===== config.mk =====
export PLATFORM = sky130hd
export DESIGN_NAME = controller_flat
export DESIGN_NICKNAME = d
export VERILOG_FILES = /design/src/rtl/controller_if.sv /design/src/rtl/controller.sv /design/src/flat_wrapper.sv
export SDC_FILE = /design/constraint.sdc
export NUM_CORES = 1
export LEC_CHECK = 0
export ABC_AREA = 1
export CAP_MARGIN = 20
export CORE_MARGIN = 4
export CORE_UTILIZATION = 40
export DETAILED_ROUTE_END_ITERATION = 10
export DONT_BUFFER_PORTS = 1
export GPL_ROUTABILITY_DRIVEN = 0
export PLACE_DENSITY = 0.53
export SYNTH_ARGS = -nofsm -noshare
export SYNTH_HDL_FRONTEND = slang
export SYNTH_SLANG_ARGS = --single-unit

===== constraint.sdc =====
create_clock -name clk -period 6.1 [get_ports clk]
set_input_delay 1.22 -clock clk [delete_from_list [all_inputs] [get_ports clk]]
set_output_delay 1.22 -clock clk [all_outputs]
set_load 0.05 [all_outputs]

===== src/rtl/controller_if.sv =====
`timescale 1ns/1ps
// Signal bundle between the RV32I control FSM and its neighbours (decoder, regfile, ALU, memory).
// master = controller side, slave = datapath/test side.
interface controller_if #(
  parameter int XLEN = 32
);
  // decoded instruction fields
  logic [6:0]      op;
  logic [2:0]      funct3;
  logic [6:0]      funct7;
  logic [4:0]      rs1;
  logic [4:0]      rs2;
  logic [4:0]      rd;
  logic [11:0]     imm12;
  logic [19:0]     immhi;
  logic [XLEN-1:0] PCin;
  logic [XLEN-1:0] ALURes;

  // completion strobes and branch outcome
  logic            dataReady;
  logic            ALUcomplete;
  logic            mem_ack;
  logic            decodeComplete;
  logic            ALU0;

  // controller outputs
  logic [XLEN-1:0] PCout;
  logic [XLEN-1:0] immvalue;
  logic [4:0]      ALUsel;
  logic [1:0]      Asel;
  logic [1:0]      Bsel;
  logic [1:0]      Osel;
  logic [4:0]      rs1Out;
  logic [4:0]      rs2Out;
  logic [4:0]      rdOut;
  logic            rdWrite;
  logic            Aenable;
  logic            Benable;
  logic            IRenable;
  logic            reg_reset;
  logic            reg_select;
  logic            mem_read;
  logic            mem_write;
  logic [XLEN-1:0] mem_address;
  logic            execution_complete;

  modport master (
    input  op, funct3, funct7, rs1, rs2, rd, imm12, immhi, PCin, ALURes,
    input  dataReady, ALUcomplete, mem_ack, decodeComplete, ALU0,
    output PCout, immvalue, ALUsel, Asel, Bsel, Osel, rs1Out, rs2Out, rdOut,
    output rdWrite, Aenable, Benable, IRenable, reg_reset, reg_select,
    output mem_read, mem_write, mem_address, execution_complete
  );

  modport slave (
    output op, funct3, funct7, rs1, rs2, rd, imm12, immhi, PCin, ALURes,
    output dataReady, ALUcomplete, mem_ack, decodeComplete, ALU0,
    input  PCout, immvalue, ALUsel, Asel, Bsel, Osel, rs1Out, rs2Out, rdOut,
    input  rdWrite, Aenable, Benable, IRenable, reg_reset, reg_select,
    input  mem_read, mem_write, mem_address, execution_complete
  );
endinterface


===== src/rtl/controller.sv =====
`timescale 1ns/1ps
// Multi-cycle RV32I control FSM: decode, operand read, ALU, memory, write-back, next PC; all outputs registered.
// Optional DECODE_HANDSHAKE_EN: DECODE holds (IRenable high) until the decoder raises decodeComplete.
module controller #(
  parameter int XLEN    = 32,
  parameter int PC_STEP = 4
) (
  input logic          clk,
  input logic          reset,
  controller_if.master bus
);

  typedef enum logic [2:0] {
    S_DECODE,
    S_READ,
    S_EXEC,
    S_STORE_WAIT,
    S_MEM,
    S_WB,
    S_DONE
  } state_t;

  localparam logic [6:0] OPC_LOAD   = 7'd3;
  localparam logic [6:0] OPC_OPIMM  = 7'd19;
  localparam logic [6:0] OPC_STORE  = 7'd35;
  localparam logic [6:0] OPC_OP     = 7'd51;
  localparam logic [6:0] OPC_LUI    = 7'd55;
  localparam logic [6:0] OPC_BRANCH = 7'd99;

  localparam logic [4:0] ALU_ADD  = 5'd0;
  localparam logic [4:0] ALU_SUB  = 5'd1;
  localparam logic [4:0] ALU_SLL  = 5'd2;
  localparam logic [4:0] ALU_SLT  = 5'd3;
  localparam logic [4:0] ALU_SLTU = 5'd4;
  localparam logic [4:0] ALU_XOR  = 5'd5;
  localparam logic [4:0] ALU_SRL  = 5'd6;
  localparam logic [4:0] ALU_SRA  = 5'd7;
  localparam logic [4:0] ALU_OR   = 5'd8;
  localparam logic [4:0] ALU_AND  = 5'd9;
  localparam logic [4:0] ALU_BEQ  = 5'd11;
  localparam logic [4:0] ALU_BNE  = 5'd12;
  localparam logic [4:0] ALU_BLT  = 5'd13;
  localparam logic [4:0] ALU_BGE  = 5'd14;
  localparam logic [4:0] ALU_BLTU = 5'd15;
  localparam logic [4:0] ALU_BGEU = 5'd16;

  localparam logic [1:0] OSEL_ALU = 2'd0;
  localparam logic [1:0] OSEL_MEM = 2'd1;
  localparam logic [1:0] OSEL_IMM = 2'd3;

  localparam logic [XLEN-1:0] STEP = XLEN'(PC_STEP);

  state_t     state;
  logic [6:0] op_q;
  logic [2:0] f3_q;
  logic       alt_q;

  logic            decode_go;
  logic [XLEN-1:0] imm_sext;
  logic [XLEN-1:0] imm_fmt;
  logic            unused_inputs;

`ifdef DECODE_HANDSHAKE_EN
  assign decode_go = bus.decodeComplete;
`else
  assign decode_go = 1'b1;
`endif

  assign unused_inputs = &{1'b0, bus.funct7[6], bus.funct7[4:0], bus.decodeComplete};

  assign imm_sext = {{(XLEN-12){bus.imm12[11]}}, bus.imm12};

  always_comb begin
    imm_fmt = '0;
    case (bus.op)
      OPC_LOAD, OPC_STORE: imm_fmt = imm_sext;
      OPC_OPIMM: begin
        // shift-immediates carry only a 5-bit shamt; the upper bits hold the SRAI selector
        if (bus.funct3 == 3'd1 || bus.funct3 == 3'd5)
          imm_fmt = {{(XLEN-5){1'b0}}, bus.imm12[4:0]};
        else
          imm_fmt = imm_sext;
      end
      OPC_LUI:    imm_fmt = XLEN'({bus.immhi, 12'h000});
      OPC_BRANCH: imm_fmt = imm_sext << 1;
      default:    imm_fmt = '0;
    endcase
  end

  function automatic logic [4:0] alu_op(input logic [6:0] opc, input logic [2:0] f3, input logic alt);
    logic [4:0] sel;
    sel = ALU_ADD;
    if (opc == OPC_OP || opc == OPC_OPIMM) begin
      case (f3)
        3'd0:    sel = (opc == OPC_OP && alt) ? ALU_SUB : ALU_ADD;
        3'd1:    sel = ALU_SLL;
        3'd2:    sel = ALU_SLT;
        3'd3:    sel = ALU_SLTU;
        3'd4:    sel = ALU_XOR;
        3'd5:    sel = alt ? ALU_SRA : ALU_SRL;
        3'd6:    sel = ALU_OR;
        default: sel = ALU_AND;
      endcase
    end else if (opc == OPC_BRANCH) begin
      case (f3)
        3'd1:    sel = ALU_BNE;
        3'd4:    sel = ALU_BLT;
        3'd5:    sel = ALU_BGE;
        3'd6:    sel = ALU_BLTU;
        3'd7:    sel = ALU_BGEU;
        default: sel = ALU_BEQ;
      endcase
    end
    return sel;
  endfunction

  always_ff @(posedge clk or posedge reset) begin
    if (reset) begin
      state                  <= S_DECODE;
      op_q                   <= '0;
      f3_q                   <= '0;
      alt_q                  <= 1'b0;
      bus.PCout              <= '0;
      bus.immvalue           <= '0;
      bus.ALUsel             <= '0;
      bus.Asel               <= '0;
      bus.Bsel               <= '0;
      bus.Osel               <= '0;
      bus.rs1Out             <= '0;
      bus.rs2Out             <= '0;
      bus.rdOut              <= '0;
      bus.rdWrite            <= 1'b0;
      bus.Aenable            <= 1'b0;
      bus.Benable            <= 1'b0;
      bus.IRenable           <= 1'b0;
      bus.reg_reset          <= 1'b1;
      bus.reg_select         <= 1'b0;
      bus.mem_read           <= 1'b0;
      bus.mem_write          <= 1'b0;
      bus.mem_address        <= '0;
      bus.execution_complete <= 1'b0;
    end else begin
      // strobes are single-state outputs; each state re-asserts the ones it owns
      bus.reg_reset          <= 1'b0;
      bus.rdWrite            <= 1'b0;
      bus.reg_select         <= 1'b0;
      bus.Aenable            <= 1'b0;
      bus.Benable            <= 1'b0;
      bus.IRenable           <= 1'b0;
      bus.mem_read           <= 1'b0;
      bus.mem_write          <= 1'b0;
      bus.execution_complete <= 1'b0;

      case (state)
        S_DECODE: begin
          bus.IRenable <= 1'b1;
          if (decode_go) begin
            op_q         <= bus.op;
            f3_q         <= bus.funct3;
            alt_q        <= bus.funct7[5];
            bus.rs1Out   <= bus.rs1;
            bus.rs2Out   <= bus.rs2;
            bus.rdOut    <= bus.rd;
            bus.immvalue <= imm_fmt;
            case (bus.op)
              OPC_LUI: begin
                state          <= S_WB;
                bus.Osel       <= OSEL_IMM;
                bus.rdWrite    <= (bus.rd != 5'd0);
                bus.reg_select <= (bus.rd != 5'd0);
              end
              OPC_LOAD, OPC_OPIMM, OPC_OP, OPC_STORE, OPC_BRANCH: begin
                state       <= S_READ;
                bus.Aenable <= 1'b1;
                bus.Benable <= 1'b1;
              end
              default: begin
                state                  <= S_DONE;
                bus.PCout              <= bus.PCin + STEP;
                bus.execution_complete <= 1'b1;
              end
            endcase
          end
        end

        S_READ: begin
          if (bus.dataReady) begin
            state      <= S_EXEC;
            bus.ALUsel <= alu_op(op_q, f3_q, alt_q);
            bus.Asel   <= 2'd0;
            bus.Bsel   <= (op_q == OPC_OP || op_q == OPC_BRANCH) ? 2'd0 : 2'd1;
          end else begin
            bus.Aenable <= 1'b1;
            bus.Benable <= 1'b1;
          end
        end

        S_EXEC: begin
          if (bus.ALUcomplete) begin
            case (op_q)
              OPC_LOAD: begin
                state           <= S_MEM;
                bus.mem_address <= bus.ALURes;
                bus.mem_read    <= 1'b1;
              end
              OPC_STORE: begin
                state           <= S_STORE_WAIT;
                bus.mem_address <= bus.ALURes;
              end
              OPC_BRANCH: begin
                state                  <= S_DONE;
                bus.PCout              <= bus.ALU0 ? (bus.PCin + bus.immvalue) : (bus.PCin + STEP);
                bus.execution_complete <= 1'b1;
              end
              default: begin
                state          <= S_WB;
                bus.Osel       <= OSEL_ALU;
                bus.rdWrite    <= (bus.rdOut != 5'd0);
                bus.reg_select <= (bus.rdOut != 5'd0);
              end
            endcase
          end
        end

        S_STORE_WAIT: begin
          // rs2 data must be on the bus before the write strobe goes out
          if (bus.dataReady) begin
            state         <= S_MEM;
            bus.mem_write <= 1'b1;
          end
        end

        S_MEM: begin
          if (bus.mem_ack) begin
            if (op_q == OPC_LOAD) begin
              state          <= S_WB;
              bus.Osel       <= OSEL_MEM;
              bus.rdWrite    <= (bus.rdOut != 5'd0);
              bus.reg_select <= (bus.rdOut != 5'd0);
            end else begin
              state                  <= S_DONE;
              bus.PCout              <= bus.PCin + STEP;
              bus.execution_complete <= 1'b1;
            end
          end else begin
            bus.mem_read  <= (op_q == OPC_LOAD);
            bus.mem_write <= (op_q != OPC_LOAD);
          end
        end

        S_WB: begin
          state                  <= S_DONE;
          bus.PCout              <= bus.PCin + STEP;
          bus.execution_complete <= 1'b1;
        end

        default: begin
          state                  <= S_DONE;
          bus.execution_complete <= 1'b1;
        end
      endcase
    end
  end

endmodule


===== src/flat_wrapper.sv =====
// flat-port wrapper written by rule: the top's interface ports become plain ports
module controller_flat 
#(
  parameter int XLEN    = 32,
  parameter int PC_STEP = 4
)
  (clk, reset, bus_op, bus_funct3, bus_funct7, bus_rs1, bus_rs2, bus_rd, bus_imm12, bus_immhi, bus_PCin, bus_ALURes, bus_dataReady, bus_ALUcomplete, bus_mem_ack, bus_decodeComplete, bus_ALU0, bus_PCout, bus_immvalue, bus_ALUsel, bus_Asel, bus_Bsel, bus_Osel, bus_rs1Out, bus_rs2Out, bus_rdOut, bus_rdWrite, bus_Aenable, bus_Benable, bus_IRenable, bus_reg_reset, bus_reg_select, bus_mem_read, bus_mem_write, bus_mem_address, bus_execution_complete);
  controller_if #(.XLEN(XLEN)) bus_i ();
  input logic clk;
  input logic reset;
  input wire logic [$bits(bus_i.op)-1:0] bus_op;
  input wire logic [$bits(bus_i.funct3)-1:0] bus_funct3;
  input wire logic [$bits(bus_i.funct7)-1:0] bus_funct7;
  input wire logic [$bits(bus_i.rs1)-1:0] bus_rs1;
  input wire logic [$bits(bus_i.rs2)-1:0] bus_rs2;
  input wire logic [$bits(bus_i.rd)-1:0] bus_rd;
  input wire logic [$bits(bus_i.imm12)-1:0] bus_imm12;
  input wire logic [$bits(bus_i.immhi)-1:0] bus_immhi;
  input wire logic [$bits(bus_i.PCin)-1:0] bus_PCin;
  input wire logic [$bits(bus_i.ALURes)-1:0] bus_ALURes;
  input wire logic [$bits(bus_i.dataReady)-1:0] bus_dataReady;
  input wire logic [$bits(bus_i.ALUcomplete)-1:0] bus_ALUcomplete;
  input wire logic [$bits(bus_i.mem_ack)-1:0] bus_mem_ack;
  input wire logic [$bits(bus_i.decodeComplete)-1:0] bus_decodeComplete;
  input wire logic [$bits(bus_i.ALU0)-1:0] bus_ALU0;
  output wire logic [$bits(bus_i.PCout)-1:0] bus_PCout;
  output wire logic [$bits(bus_i.immvalue)-1:0] bus_immvalue;
  output wire logic [$bits(bus_i.ALUsel)-1:0] bus_ALUsel;
  output wire logic [$bits(bus_i.Asel)-1:0] bus_Asel;
  output wire logic [$bits(bus_i.Bsel)-1:0] bus_Bsel;
  output wire logic [$bits(bus_i.Osel)-1:0] bus_Osel;
  output wire logic [$bits(bus_i.rs1Out)-1:0] bus_rs1Out;
  output wire logic [$bits(bus_i.rs2Out)-1:0] bus_rs2Out;
  output wire logic [$bits(bus_i.rdOut)-1:0] bus_rdOut;
  output wire logic [$bits(bus_i.rdWrite)-1:0] bus_rdWrite;
  output wire logic [$bits(bus_i.Aenable)-1:0] bus_Aenable;
  output wire logic [$bits(bus_i.Benable)-1:0] bus_Benable;
  output wire logic [$bits(bus_i.IRenable)-1:0] bus_IRenable;
  output wire logic [$bits(bus_i.reg_reset)-1:0] bus_reg_reset;
  output wire logic [$bits(bus_i.reg_select)-1:0] bus_reg_select;
  output wire logic [$bits(bus_i.mem_read)-1:0] bus_mem_read;
  output wire logic [$bits(bus_i.mem_write)-1:0] bus_mem_write;
  output wire logic [$bits(bus_i.mem_address)-1:0] bus_mem_address;
  output wire logic [$bits(bus_i.execution_complete)-1:0] bus_execution_complete;
  assign bus_i.op = bus_op;
  assign bus_i.funct3 = bus_funct3;
  assign bus_i.funct7 = bus_funct7;
  assign bus_i.rs1 = bus_rs1;
  assign bus_i.rs2 = bus_rs2;
  assign bus_i.rd = bus_rd;
  assign bus_i.imm12 = bus_imm12;
  assign bus_i.immhi = bus_immhi;
  assign bus_i.PCin = bus_PCin;
  assign bus_i.ALURes = bus_ALURes;
  assign bus_i.dataReady = bus_dataReady;
  assign bus_i.ALUcomplete = bus_ALUcomplete;
  assign bus_i.mem_ack = bus_mem_ack;
  assign bus_i.decodeComplete = bus_decodeComplete;
  assign bus_i.ALU0 = bus_ALU0;
  assign bus_PCout = bus_i.PCout;
  assign bus_immvalue = bus_i.immvalue;
  assign bus_ALUsel = bus_i.ALUsel;
  assign bus_Asel = bus_i.Asel;
  assign bus_Bsel = bus_i.Bsel;
  assign bus_Osel = bus_i.Osel;
  assign bus_rs1Out = bus_i.rs1Out;
  assign bus_rs2Out = bus_i.rs2Out;
  assign bus_rdOut = bus_i.rdOut;
  assign bus_rdWrite = bus_i.rdWrite;
  assign bus_Aenable = bus_i.Aenable;
  assign bus_Benable = bus_i.Benable;
  assign bus_IRenable = bus_i.IRenable;
  assign bus_reg_reset = bus_i.reg_reset;
  assign bus_reg_select = bus_i.reg_select;
  assign bus_mem_read = bus_i.mem_read;
  assign bus_mem_write = bus_i.mem_write;
  assign bus_mem_address = bus_i.mem_address;
  assign bus_execution_complete = bus_i.execution_complete;
  controller #(.XLEN(XLEN), .PC_STEP(PC_STEP)) u_core (.clk(clk), .reset(reset), .bus(bus_i));
endmodule

; After elaboration in Yosys (flattened, before gate mapping)
; Index checks and enable logic that the tools add are counted.
[word_totals]
regBits = 141
out_inout_bits = 131
word_cells = 132
[op_classes]
n_eq_ne = 36
muxes = 53
reduce_logical = 21
addsub = 2
[op_table]
columns = cell, n
row1 = 32-bit case mux with 4 select lines, 2
row2 = 32-bit 2-to-1 mux, 7
row3 = 7-bit by 6-bit == test with 1-bit output (second input constant), 5
row4 = 5-bit case mux with 7 select lines, 1
row5 = 32-bit by 3-bit adder with 32-bit output (second input constant), 1
row6 = 32-bit adder, 1
row7 = 5-bit case mux with 5 select lines, 1
row8 = 3-bit == test (second input constant), 7
row9 = 1-bit 2-to-1 mux, 21
row10 = 2-bit != test (second input constant), 8
row11 = 3-bit case mux with 5 select lines, 1
row12 = 7-bit by 2-bit == test with 1-bit output (second input constant), 2
row13 = 7-bit by 5-bit == test with 1-bit output (second input constant), 2
row14 = 7-bit == test (second input constant), 2
row15 = 3-bit by 2-bit == test with 1-bit output (second input constant), 4
row16 = 2-bit 2-to-1 mux, 6
row17 = 3-bit 2-to-1 mux, 4
row18 = 6-bit AND reduction, 2
row19 = 5-bit 2-to-1 mux, 2
row20 = 5-bit nonzero test, 2
row21 = 3-bit by 1-bit == test with 1-bit output (second input constant), 3
row22 = 3-bit case mux with 3 select lines, 1
row23 = 7-bit by 2-bit != test with 1-bit output (second input constant), 1
row24 = 3-bit logical NOT, 2
row25 = other kinds (17), 24

; Depth between registers and ports, before layout
; Gate-level depths: netlist of the first run.
[logic_depth]
ltp_word = 5
ltp_mapped = 14
depth_no_buf = 14

; Least setup slack after synthesis of the first run
; OpenSTA, ideal clock, no wires.
[synth_path]
kind = input -> register
start = input port bus_PCin[0]
end = register u_core.bus.PCout[30]
arrival_time_ns = 2.547
path_buffers = 0
path_stages = 14
path_slack_ns = 3.435
path_cell_list = ha_1 -> fa_1 -> nand2_1 -> nand2_1 -> nand3b_1 -> nand2_1 -> nand2_1 -> nand2_1 -> nand2_1 -> nand2_1 -> nand2_1 -> nand3_1 -> nand3_1 -> nand2_1
[synth_via]
elab_chain_len = 5
word_cells_on_any_way = 9
[synth_rtl]
columns = element, line_no
row1 = start: declaration, flat_wrapper.sv:19  ; input wire logic [$bits(bus_i.PCin)-1:0] bus_PCin;
row2 = 32-bit by 3-bit adder with 32-bit output or 32-bit adder (tied branches), n/a
row3 = 32-bit 2-to-1 mux, controller.sv:212  ; bus.PCout <= bus.ALU0 ? (bus.PCin + bus.immvalue) : (bus.PCin + STEP);
row4 = 32-bit 2-to-1 mux, controller.sv:200  ; case (op_q)
row5 = 32-bit 2-to-1 mux, controller.sv:199  ; if (bus.ALUcomplete) begin
row6 = 32-bit case mux with 4 select lines (*), controller.sv:154  ; case (state)
row7 = end signal: assignment, controller.sv:179  ; bus.PCout <= bus.PCin + STEP;
row8 = end signal: assignment, controller.sv:212
row9 = end signal: assignment, controller.sv:242  ; bus.PCout <= bus.PCin + STEP;
row10 = end: declaration, controller_if.sv:50  ; output PCout, immvalue, ALUsel, Asel, Bsel, Osel, rs1Out, rs2Out, rdOut,
; Mark *: on every way between the ends. The rest lies on a longest branch, timed or not. The select of a mux whose other input is x is not followed.
; A chain may end at the register's enable or synchronous reset.

; Worst setup path in the final report of the first run
[layout_path]
start = input port bus_op[1]
end = register u_core.bus.PCout[31]
[layout_via]
elab_chain_len = 4
word_cells_on_any_way = 9
[layout_rtl]
columns = element, line_no
row1 = start: declaration, flat_wrapper.sv:11  ; input wire logic [$bits(bus_i.op)-1:0] bus_op;
row2 = "7-bit by 6-bit == test with 1-bit output, or another cell as far along", controller.sv:165  ; case (bus.op)
row3 = 6-bit OR reduction (no line) (*), n/a
row4 = 2-bit != test (no line) (*), n/a
row5 = 6-bit AND reduction (no line) (*), n/a
; Mark *: on every way between the ends. The rest lies on a longest branch, timed or not.

==> impl_metrics.json, run 1 <==
{
  "vias_per_cell": 5.23,
  "clock_sinks": 140,
  "synth.top_cells.by_count": "512 x nand2_1, 147 x inv_1, 139 x dfrtp_1, 107 x nor2_1, 72 x nand3_1",
  "synthFlopType": "dfrtp_1",
  "synth_top_area_cell": "dfrtp_1",
  "place_area_um2": 9480,
  "core_um2": 22700,
  "yosysUniqueCellTypes": 46,
  "grt_overflow": 0,
  "cts_root_buf": "clkbuf_16",
  "worstMarginPinSlew_ns": 0.897,
  "synth_area_per_cell_um2": 6.88,
  "regArea_um2": 3500,
  "min_period_ns": 2.89,
  "portBuffers": 0,
  "cts_tree": "built",
  "ant_nets": 0,
  "setup_viol": 0,
  "synth.yosys.seq_area_share_pct": 37.9,
  "cp.required_ns": 6.42,
  "hold_slack_ns": 0.480,
  "postSynth.asyncResetShare_pct": 100,
  "slowest_stage": "nand2_2",
  "cp.arrival_ns": 3.21,
  "cp_max_fo": 27,
  "synth_most_common_cell": "nand2_1",
  "cp-end-kind": "flop",
  "htree_levels": 4,
  "leakage_nw": 5.19,
  "crit_buf_inv": 1,
  "synth_area_um2": 9250,
  "design.die.area_um2": 25600,
  "skew_ns": 0.0103,
  "syn_inst": 1344,
  "multi_input_area_um2": 4980,
  "drt-initial-drc-count": 541,
  "synth_edf_count": 0,
  "start_util_pct": 40.7,
  "worstHoldPathType": "reg2reg",
  "drive_gt1_share_pct": 6.54,
  "antenna_found_initial": 0,
  "clk_pin_slew_ns": 0.07,
  "num_io_pins": 266,
  "hold_buffers": 0,
  "cts_setup_buffers": 0,
  "wirelength_um": 30300,
  "fin_tns_setup_ns": 0,
  "die-width_um": 160,
  "dr.pass1.iters": 5,
  "power_w": 0.00301,
  "maxSlewHeadroom_pct": 40.2,
  "timing.critical_path.mode_cell": "nand2_1",
  "rsz0062_at_grt": "false",
  "path_class": "in2reg",
  "fillers": 2446,
  "ys_top_cells_by_area": "dfrtp_1 38%, nand2_1 21%, inv_1 6.0%",
  "peakVddDrop_mv": 0.182,
  "grt_use_total_pct": 23.7,
  "met3_usage_pct": 7.82,
  "grt_pass1_vias": 8505,
  "path_cells": "nand2_1, nor3_2, nand2_1, a21oi_1, a21oi_1, nand2_2, buf_4, a21oi_1, nand2_1, nand2_1",
  "diodes": 0,
  "power_density_nw_per_um2": 299,
  "gr-max-usage-layer": "met2",
  "slew_violations": 0,
  "slowest_delay_ns": 0.48,
  "dp_hpwl_um": 23800,
  "status": "finished, final reports clean",
  "clk_latency_ns": 0.43,
  "synth_top_area_share_pct": 37.6,
  "ys_ff_latch": 140,
  "nets": 1501,
  "maxCapViolCount": 0,
  "grt_max_degree": 99,
  "rows": 55,
  "use_met2_pct": 39.7,
  "min_period_over_period_pct": 47.4,
  "fin_util_pct": 44.3,
  "vias": 8523,
  "final_area_um2": 10000,
  "die_h_um": 160,
  "wl_per_cell_um": 18.6,
  "crit_family": "simple AND/OR/NAND/NOR gates",
  "synth_warnings": 0,
  "numCtsBuffers": 17,
  "post_cts_resized": 0,
  "grt_pass1_wl_um": 48000,
  "crit_path_start_kind": "input pin",
  "fmax_ghz": 0.346,
  "areaGrowthSynthToFinish_pct": 8.64,
  "clk_path_buf_depth": 2,
  "use_met1_pct": 29.6,
  "hold_viol": 0,
  "drcViolationCount": 0
}
worst register-to-register path: stages (launching register included):
cell	delay, ns
dfrtp_1	0.41
inv_2	0.11
nand2_2	0.10
nor2_4	0.34
buf_12	0.25
inv_2	0.06
a21oi_1	0.14
a21oi_1	0.08
nand2_2	0.48
buf_4	0.42
a21oi_1	0.16
nand2_1	0.10
nand2_1	0.05
path summary, 6_finish.rpt:
kind	slack [ns]	to	from	depth (start not counted)
worst max register to register	3.30	u_core.bus.PCout[31]$_DFFE_PP0P_	u_core.state[1]$_DFFE_PP0P_	12
worst max-delay path	3.21	u_core.bus.PCout[31]$_DFFE_PP0P_	bus_op[1]	10
worst min register to register	0.48	u_core.op_q[1]$_DFFE_PP0P_	u_core.op_q[1]$_DFFE_PP0P_	2
min in group asynchronous	0.83	u_core.bus.mem_address[18]$_DFFE_PP0P_	reset	1
max in group asynchronous	4.17	u_core.bus.PCout[9]$_DFFE_PP0P_	reset	2
worst min-delay path	0.48	u_core.op_q[1]$_DFFE_PP0P_	u_core.op_q[1]$_DFFE_PP0P_	2
stage by stage:
| step | setup slack [ns] | cells |
|---|---|---|
| after CTS | 2.94 | 1630 |
| after global routing | 2.98 | 1631 |
| after detailed placement | 2.79 | 1598 |
| after floorplan | 1.13 | 1347 |
| after global placement | 2.84 | 1598 |
| final | 3.21 | 1631 |
cell usage in the layout (no fill, tap or decap), drive strengths merged:
master and count:
nand3b 6, o31ai 3, o21bai 9, nand3 72
nand2 514, dfrtp 139, a22oi 9, clkbuf 18
inv 164, xnor2 4, nor3 26, a21boi 4
a21o 1, ha 32, and2 3, buf 7
or2 2, conb 4, nor4 1, a31oi 2
o21ai 69, mux2 32, a21oi 67, o2111ai 2
nand4 23, mux2i 2, clkinv 2, nor2 107
o211ai 1, fa 1, o32ai 1, clkinvlp 4
nor3b 1, dfstp 1, o22ai 3, xor2 9
or3 1
layer usage:
metal | share of wire [%] | routed length [um]
met5 | 0 | 0
met4 | 1.8 | 547
met1 | 42 | 12600
met3 | 8.7 | 2650
met2 | 48 | 14500
cells by family after synthesis:
kind of cell / synth area share, %
AOI/OAI and AO/OA: 10.3
buffers and inverters: 8.49
xor gates and xnor gates: 1.23
other: 0.0405
and+or+nand+nor: 33.4
adders and majority gates: 4.54
DFF: 37.9
muxes: 4.11
state kept, by name (all words and copies together) (netlist names), 2 cells and up:
name / flops
u_core.bus.PCout: 32
u_core.f3_q: 3
u_core.state: 3
u_core.bus.rdOut: 5
u_core.bus.rs1Out: 5
u_core.bus.mem_address: 32
u_core.bus.rs2Out: 5
u_core.op_q: 7
u_core.bus.immvalue: 32
u_core.bus.Osel: 2
u_core.bus.ALUsel: 5
power by group:
group | internal (W) | switching [W]
clock network | 0.000535 | 0.000472
registers | 0.00104 | 0.000510
logic | 0.000145 | 0.000307
area by class of cell:
class	instances	area share, %
clock buffers	18	4.27
clock inverters	14	1.22
inverters	156	5.88
multi-input cells	1011	49.6
flip-flops and latches	140	34.9
well taps	285	3.55
repair buffers	7	0.647
No activity file was read; power rests on OpenSTA's default activity.
==> run 2, diff against run 1 <==
--- a/config.mk
+++ b/config.mk
@@ -12,7 +12,7 @@
 export DETAILED_ROUTE_END_ITERATION = 10
 export DONT_BUFFER_PORTS = 1
 export GPL_ROUTABILITY_DRIVEN = 0
-export PLACE_DENSITY = 0.53
+export PLACE_DENSITY = 0.55
 export SYNTH_ARGS = -nofsm -noshare
 export SYNTH_HDL_FRONTEND = slang
 export SYNTH_SLANG_ARGS = --single-unit
==> constraint.sdc (replaced) <==
create_clock -name clk -period 2.42 [get_ports clk]
set_input_delay 0.484 -clock clk [delete_from_list [all_inputs] [get_ports clk]]
set_output_delay 0.484 -clock clk [all_outputs]
set_load 0.05 [all_outputs]
==> run 2 against run 1 <==
Compared with the run above:
- first-iteration DRC count is 20% higher
- critical endpoint is now u_core.bus.PCout[16]$_DFFE_PP0P_
- flip-flop and latch count is the same
- die area stayed put
- largest power group unchanged
- clock power rose to 2.6 times the previous value
- final cell count increased by 2.6%
==> impl_metrics.json, run 2 (synthesis results as in run 1) <==
{
  "diodes": 0,
  "grt_pass1_vias": 8505,
  "peakVddDrop_mv": 0.454,
  "dr.pass1.iters": 6,
  "wirelength_um": 30700,
  "reg2regPathDepth": 10,
  "layout_commonest_cell": "nand2_1",
  "grt_overflow": 0,
  "hold_viol": 0,
  "htree_levels": 4,
  "dp_hpwl_um": 24000,
  "rsz0062_at_grt": "false",
  "worstHoldPathType": "in2async",
  "final_cell_mix": "510 x nand2_1, 146 x inv_1, 139 x dfrtp_1",
  "grt_max_degree": 87,
  "hold_buffers": 0,
  "die_h_um": 160,
  "drive_gt1_share_pct": 9.58,
  "fin_cells": 1674,
  "fmax_ghz": 0.459,
  "clock_sinks": 140,
  "drt-initial-drc-count": 649,
  "nets": 1545,
  "design.die.area_um2": 25600,
  "vias_per_cell": 5.23,
  "cp-end-kind": "flop",
  "path_class": "reg2reg",
  "slew_violations": 0,
  "dp_cells": 1643,
  "top_regs": "u_core.bus.PCout (32), u_core.bus.immvalue (32), u_core.bus.mem_address (32)",
  "maxSlewHeadroom_pct": 47.9,
  "cp.required_ns": 2.72,
  "hold_slack_ns": 0.0675,
  "drcViolationCount": 0,
  "cp.arrival_ns": 2.48,
  "clk_pin_slew_ns": 0.07,
  "setup_viol": 0,
  "wl_per_cell_um": 18.3,
  "numCtsBuffers": 17,
  "crit_path_start_kind": "flop",
  "maxCapViolCount": 0,
  "grt_pass1_wl_um": 47700,
  "leakage_nw": 5.41,
  "antenna_found_initial": 0,
  "core_um2": 22700,
  "portBuffers": 0,
  "setup_ws_ns": 0.244,
  "clk_latency_ns": 0.42,
  "fin_tns_setup_ns": 0,
  "r2r_start": "u_core.bus.immvalue[0]$_DFFE_PP0P_",
  "num_io_pins": 266,
  "start_util_pct": 40.7,
  "rows": 55,
  "cts_root_buf": "clkbuf_16",
  "cp_max_fo": 4,
  "vias": 8759,
  "die-width_um": 160,
  "r2r_setup_slack_ns": 0.24,
  "dpl_worst_slack_ns": 0.138,
  "clk_path_buf_depth": 2,
  "ant_nets": 0,
  "cts_tree": "built",
  "min_period_over_period_pct": 89.9,
  "cts_setup_buffers": 0,
  "min_period_ns": 2.18,
  "skew_ns": 0.0125,
  "grt_use_total_pct": 23.7,
  "power_density_nw_per_um2": 744,
  "reg2reg_to": "u_core.bus.PCout[16]$_DFFE_PP0P_",
  "fin_util_pct": 45.9,
  "areaGrowthSynthToFinish_pct": 12.7,
  "worstMarginPinSlew_ns": 0.781,
  "status": "finished, final reports clean"
}
-- run 2: changes by cell type in the layout (fill, tap and decap cells not counted) --
cell / delta
buf_12: +2
buf_4: +42
bufinv_16: +1
clkbuf_1: -1
inv_6: -2
inv_8: +1
nand2_1: -1
nand2_2: +1
-- run 2: final cells by class --
cell class	instances	area (um2)
fill	2386	12300
multi-input combinational	1011	4980
sequential	140	3500
inverter	156	589
clock buffer	17	425
timing repair buffer	51	420
tap	285	357
clock inverter	14	148
-- run 2: routing by layer --
layer	vias up	global-route usage, %	share of wire (%)
li1	4391	-	-
met1	3968	30.0	41
met2	336	38.2	46
met5	-	0	0
met3	64	7.95	9.5
met4	0	7.55	3.2
-- run 2: how the worst max path moves through the flow --
stage / start / endpoint / slack [ns] / depth (start not counted)
final: u_core.bus.immvalue[0]$_DFFE_PP0P_ / u_core.bus.PCout[16]$_DFFE_PP0P_ / 0.24 / 10
after CTS: u_core.bus.immvalue[0]$_DFFE_PP0P_ / u_core.bus.PCout[22]$_DFFE_PP0P_ / 0.20 / 13
after global routing: u_core.bus.immvalue[0]$_DFFE_PP0P_ / u_core.bus.PCout[16]$_DFFE_PP0P_ / 0.02 / 11
after global placement: bus_PCin[0] / u_core.bus.PCout[30]$_DFFE_PP0P_ / 0.13 / 14
after floorplan: reset / u_core.alt_q$_DFFE_PP0P_ / 0.19 / 1
after detailed placement: bus_PCin[0] / u_core.bus.PCout[22]$_DFFE_PP0P_ / 0.14 / 13
-- run 2: worst max-delay path: stages, from the launching register on --
cell and delay (ns):
dfrtp_1 0.39, ha_1 0.23, fa_1 0.38, nand2_1 0.14
a21oi_1 0.17, nand3_1 0.11, nand3_1 0.19, nand2_1 0.15
a21oi_1 0.07, o21ai_0 0.17, nand2_1 0.06
-- run 2: through the flow --
step                      cell area [um2]  power, W
after detailed placement             9850   0.00516
after floorplan                      9270   0.00478
after global placement               9850   0.00515
after global routing                10400   0.00816
final                               10400   0.00775
after CTS                           10400   0.00784
-- run 2: power by group --
part / switching [W] / leakage, nW / internal [W] / total [W]
registers: 0.00126 / 1.56 / 0.00262 / 0.00388
logic: 0.000820 / 3.57 / 0.000402 / 0.00122
clock network: 0.00120 / 0.273 / 0.00145 / 0.00265
total: 0.00328 / 5.41 / 0.00448 / 0.00775
-- run 2: what timing repair did --
item / CTS / global route
endpoints found under the hold margin: 0 / 0
gates resized for setup: 0 / 1
endpoints found under the setup margin: 0 / 1
==> run 3, diff against run 2 <==
--- a/config.mk
+++ b/config.mk
@@ -9,6 +9,7 @@
 export CAP_MARGIN = 20
 export CORE_MARGIN = 4
 export CORE_UTILIZATION = 40
+export CTS_BUF_LIST = sky130_fd_sc_hd__clkbuf_4 sky130_fd_sc_hd__clkbuf_8
 export DETAILED_ROUTE_END_ITERATION = 10
 export DONT_BUFFER_PORTS = 1
 export GPL_ROUTABILITY_DRIVEN = 0
==> run 3 against run 2 <==
Compared with the run above:
- die area unchanged
- first-iteration DRC count up 8.3%
- critical path depth up 3
- setup slack worse by 0.016 ns
- clock skew up 0.0031 ns
- fmax down 0.72%
- total power down 8.8%
- register-to-register slack worse by 0.02 ns
- critical endpoint is now u_core.bus.PCout[26]$_DFFE_PP0P_
- highest routed layer unchanged
==> impl_metrics.json, run 3 (synthesis results as in run 1) <==
{
  "grt_pass1_wl_um": 47600,
  "vias_per_cell": 5.23,
  "layout_commonest_cell": "nand2_1",
  "design.die.area_um2": 25600,
  "grt_use_total_pct": 23.6,
  "clk_path_buf_depth": 2,
  "grt_pass1_vias": 8476,
  "numCtsBuffers": 17,
  "cts_setup_buffers": 0,
  "hold_viol": 0,
  "start_util_pct": 40.7,
  "diodes": 0,
  "r2r_setup_slack_ns": 0.23,
  "clk_pin_slew_ns": 0.10,
  "antenna_found_initial": 0,
  "leakage_nw": 5.32,
  "portBuffers": 0,
  "pwr-share-clk_pct": 27.9,
  "maxCapViolCount": 0,
  "fin_tns_setup_ns": 0,
  "p_comb_share_pct": 17.3,
  "dr.pass1.iters": 7,
  "htree_levels": 4,
  "p_switching_w": 0.00320,
  "status": "finished, final reports clean",
  "maxSlewHeadroom_pct": 49.1,
  "top_regs": "u_core.bus.PCout (32), u_core.bus.immvalue (32), u_core.bus.mem_address (32)",
  "min_period_over_period_pct": 90.6,
  "core_um2": 22700,
  "rows": 55,
  "cp-startpoint": "u_core.op_q[4]$_DFFE_PP0P_",
  "fmax_ghz": 0.456,
  "grt_overflow": 0,
  "die_h_um": 160,
  "setup_viol": 0,
  "cts_tree": "built",
  "power_density_nw_per_um2": 691,
  "wirelength_um": 30600,
  "drt-initial-drc-count": 703,
  "clock_sinks": 140,
  "cp.arrival_ns": 2.59,
  "cp.required_ns": 2.82,
  "drcViolationCount": 0,
  "p_seq_share_pct": 54.8,
  "fin_util_pct": 45.1,
  "die-width_um": 160,
  "path_class": "reg2reg",
  "grt_max_degree": 87,
  "peakVddDrop_mv": 0.367,
  "cp-end-kind": "flop",
  "ant_nets": 0,
  "internal_power_w": 0.00387,
  "wl_per_cell_um": 18.3,
  "rsz0062_at_grt": "false",
  "skew_ns": 0.0157,
  "switching_share_pct": 45.3,
  "areaGrowthSynthToFinish_pct": 10.7,
  "drive_gt1_share_pct": 9.58,
  "r2r_start": "u_core.op_q[4]$_DFFE_PP0P_",
  "min_period_ns": 2.19,
  "clk_latency_ns": 0.45,
  "slew_violations": 0,
  "num_io_pins": 266,
  "dp_hpwl_um": 24000,
  "nets": 1545,
  "crit_path_start_kind": "flop",
  "worstHoldPathType": "in2async",
  "vias": 8757,
  "cp_max_fo": 18,
  "worstMarginPinSlew_ns": 0.764,
  "cts_root_buf": "clkbuf_8",
  "final_cell_mix": "510 x nand2_1, 146 x inv_1, 139 x dfrtp_1"
}
## run 3: final cells by class
cell class,count,area (um2)
Fill cell,2414,12500
Multi-Input combinational cell,1011,4980
Sequential cell,140,3500
Inverter,156,589
Timing Repair Buffer,51,420
Tap cell,285,357
Clock buffer,17,234
Clock inverter,14,148
## run 3: per-layer routing
metal	track usage (%)	share of wire, %	wire length, um	up-vias
met2	38.6	46	14200	350
met5	0	0	0	-
met1	29.9	41	12600	3966
met3	7.92	9.7	2960	57
li1	-	-	-	4384
met4	6.92	2.9	876	0
## run 3: stage by stage
step	power (W)	hold WS (ns)	instance area, um2	setup WS (ns)	instances
floorplan	0.00478	0.442	9270	0.188	1347
global placement	0.00515	0.459	9850	0.131	1643
detailed placement	0.00516	0.461	9850	0.138	1643
CTS	0.00715	0.0198	10200	0.189	1674
global route	0.00746	0.0429	10200	0.0141	1674
finish	0.00707	0.0318	10200	0.228	1674
## run 3: repair_timing
| item | 4_1_cts | 5_1_grt |
|---|---|---|
| hold buffers | 0 | 0 |
| hold endpoints to repair | 0 | 0 |
| setup endpoints to repair | 0 | 2 |
| gates resized for setup | 0 | 1 |
## run 3: worst paths after layout
path                                                     endpoint  cells after the start
hold reg to reg                        u_core.op_q[1]$_DFFE_PP0P_                      2
min in group clk                      u_core.state[0]$_DFFE_PP0P_                      1
hold / removal             u_core.bus.mem_address[25]$_DFFE_PP0P_                      2
setup reg to reg                 u_core.bus.PCout[26]$_DFFE_PP0P_                     13
max in group asynchronous     u_core.bus.immvalue[14]$_DFFE_PP0P_                      2
setup / recovery                 u_core.bus.PCout[26]$_DFFE_PP0P_                     13
## run 3: worst max-delay path: stages, from the launching register on
cell and delay (ns):
dfrtp_1 0.40, inv_2 0.08, nand2_1 0.08, nor3b_2 0.28
nand2_2 0.16, nand2_1 0.10, o21ai_1 0.06, nor2_1 0.11
nand2_2 0.11, inv_2 0.38, nand2_1 0.15, inv_1 0.12
nand2_1 0.06, nand2_1 0.05
## run 3: power by group through the flow
stage | Clock [W] | Combinational, W | Sequential (W)
final | 0.00197 | 0.00122 | 0.00388
after CTS | 0.00203 | 0.00123 | 0.00389
after global routing | 0.00214 | 0.00141 | 0.00392
after floorplan | 0 | 0.000923 | 0.00386
after detailed placement | 0 | 0.00122 | 0.00394
after global placement | 0 | 0.00121 | 0.00394
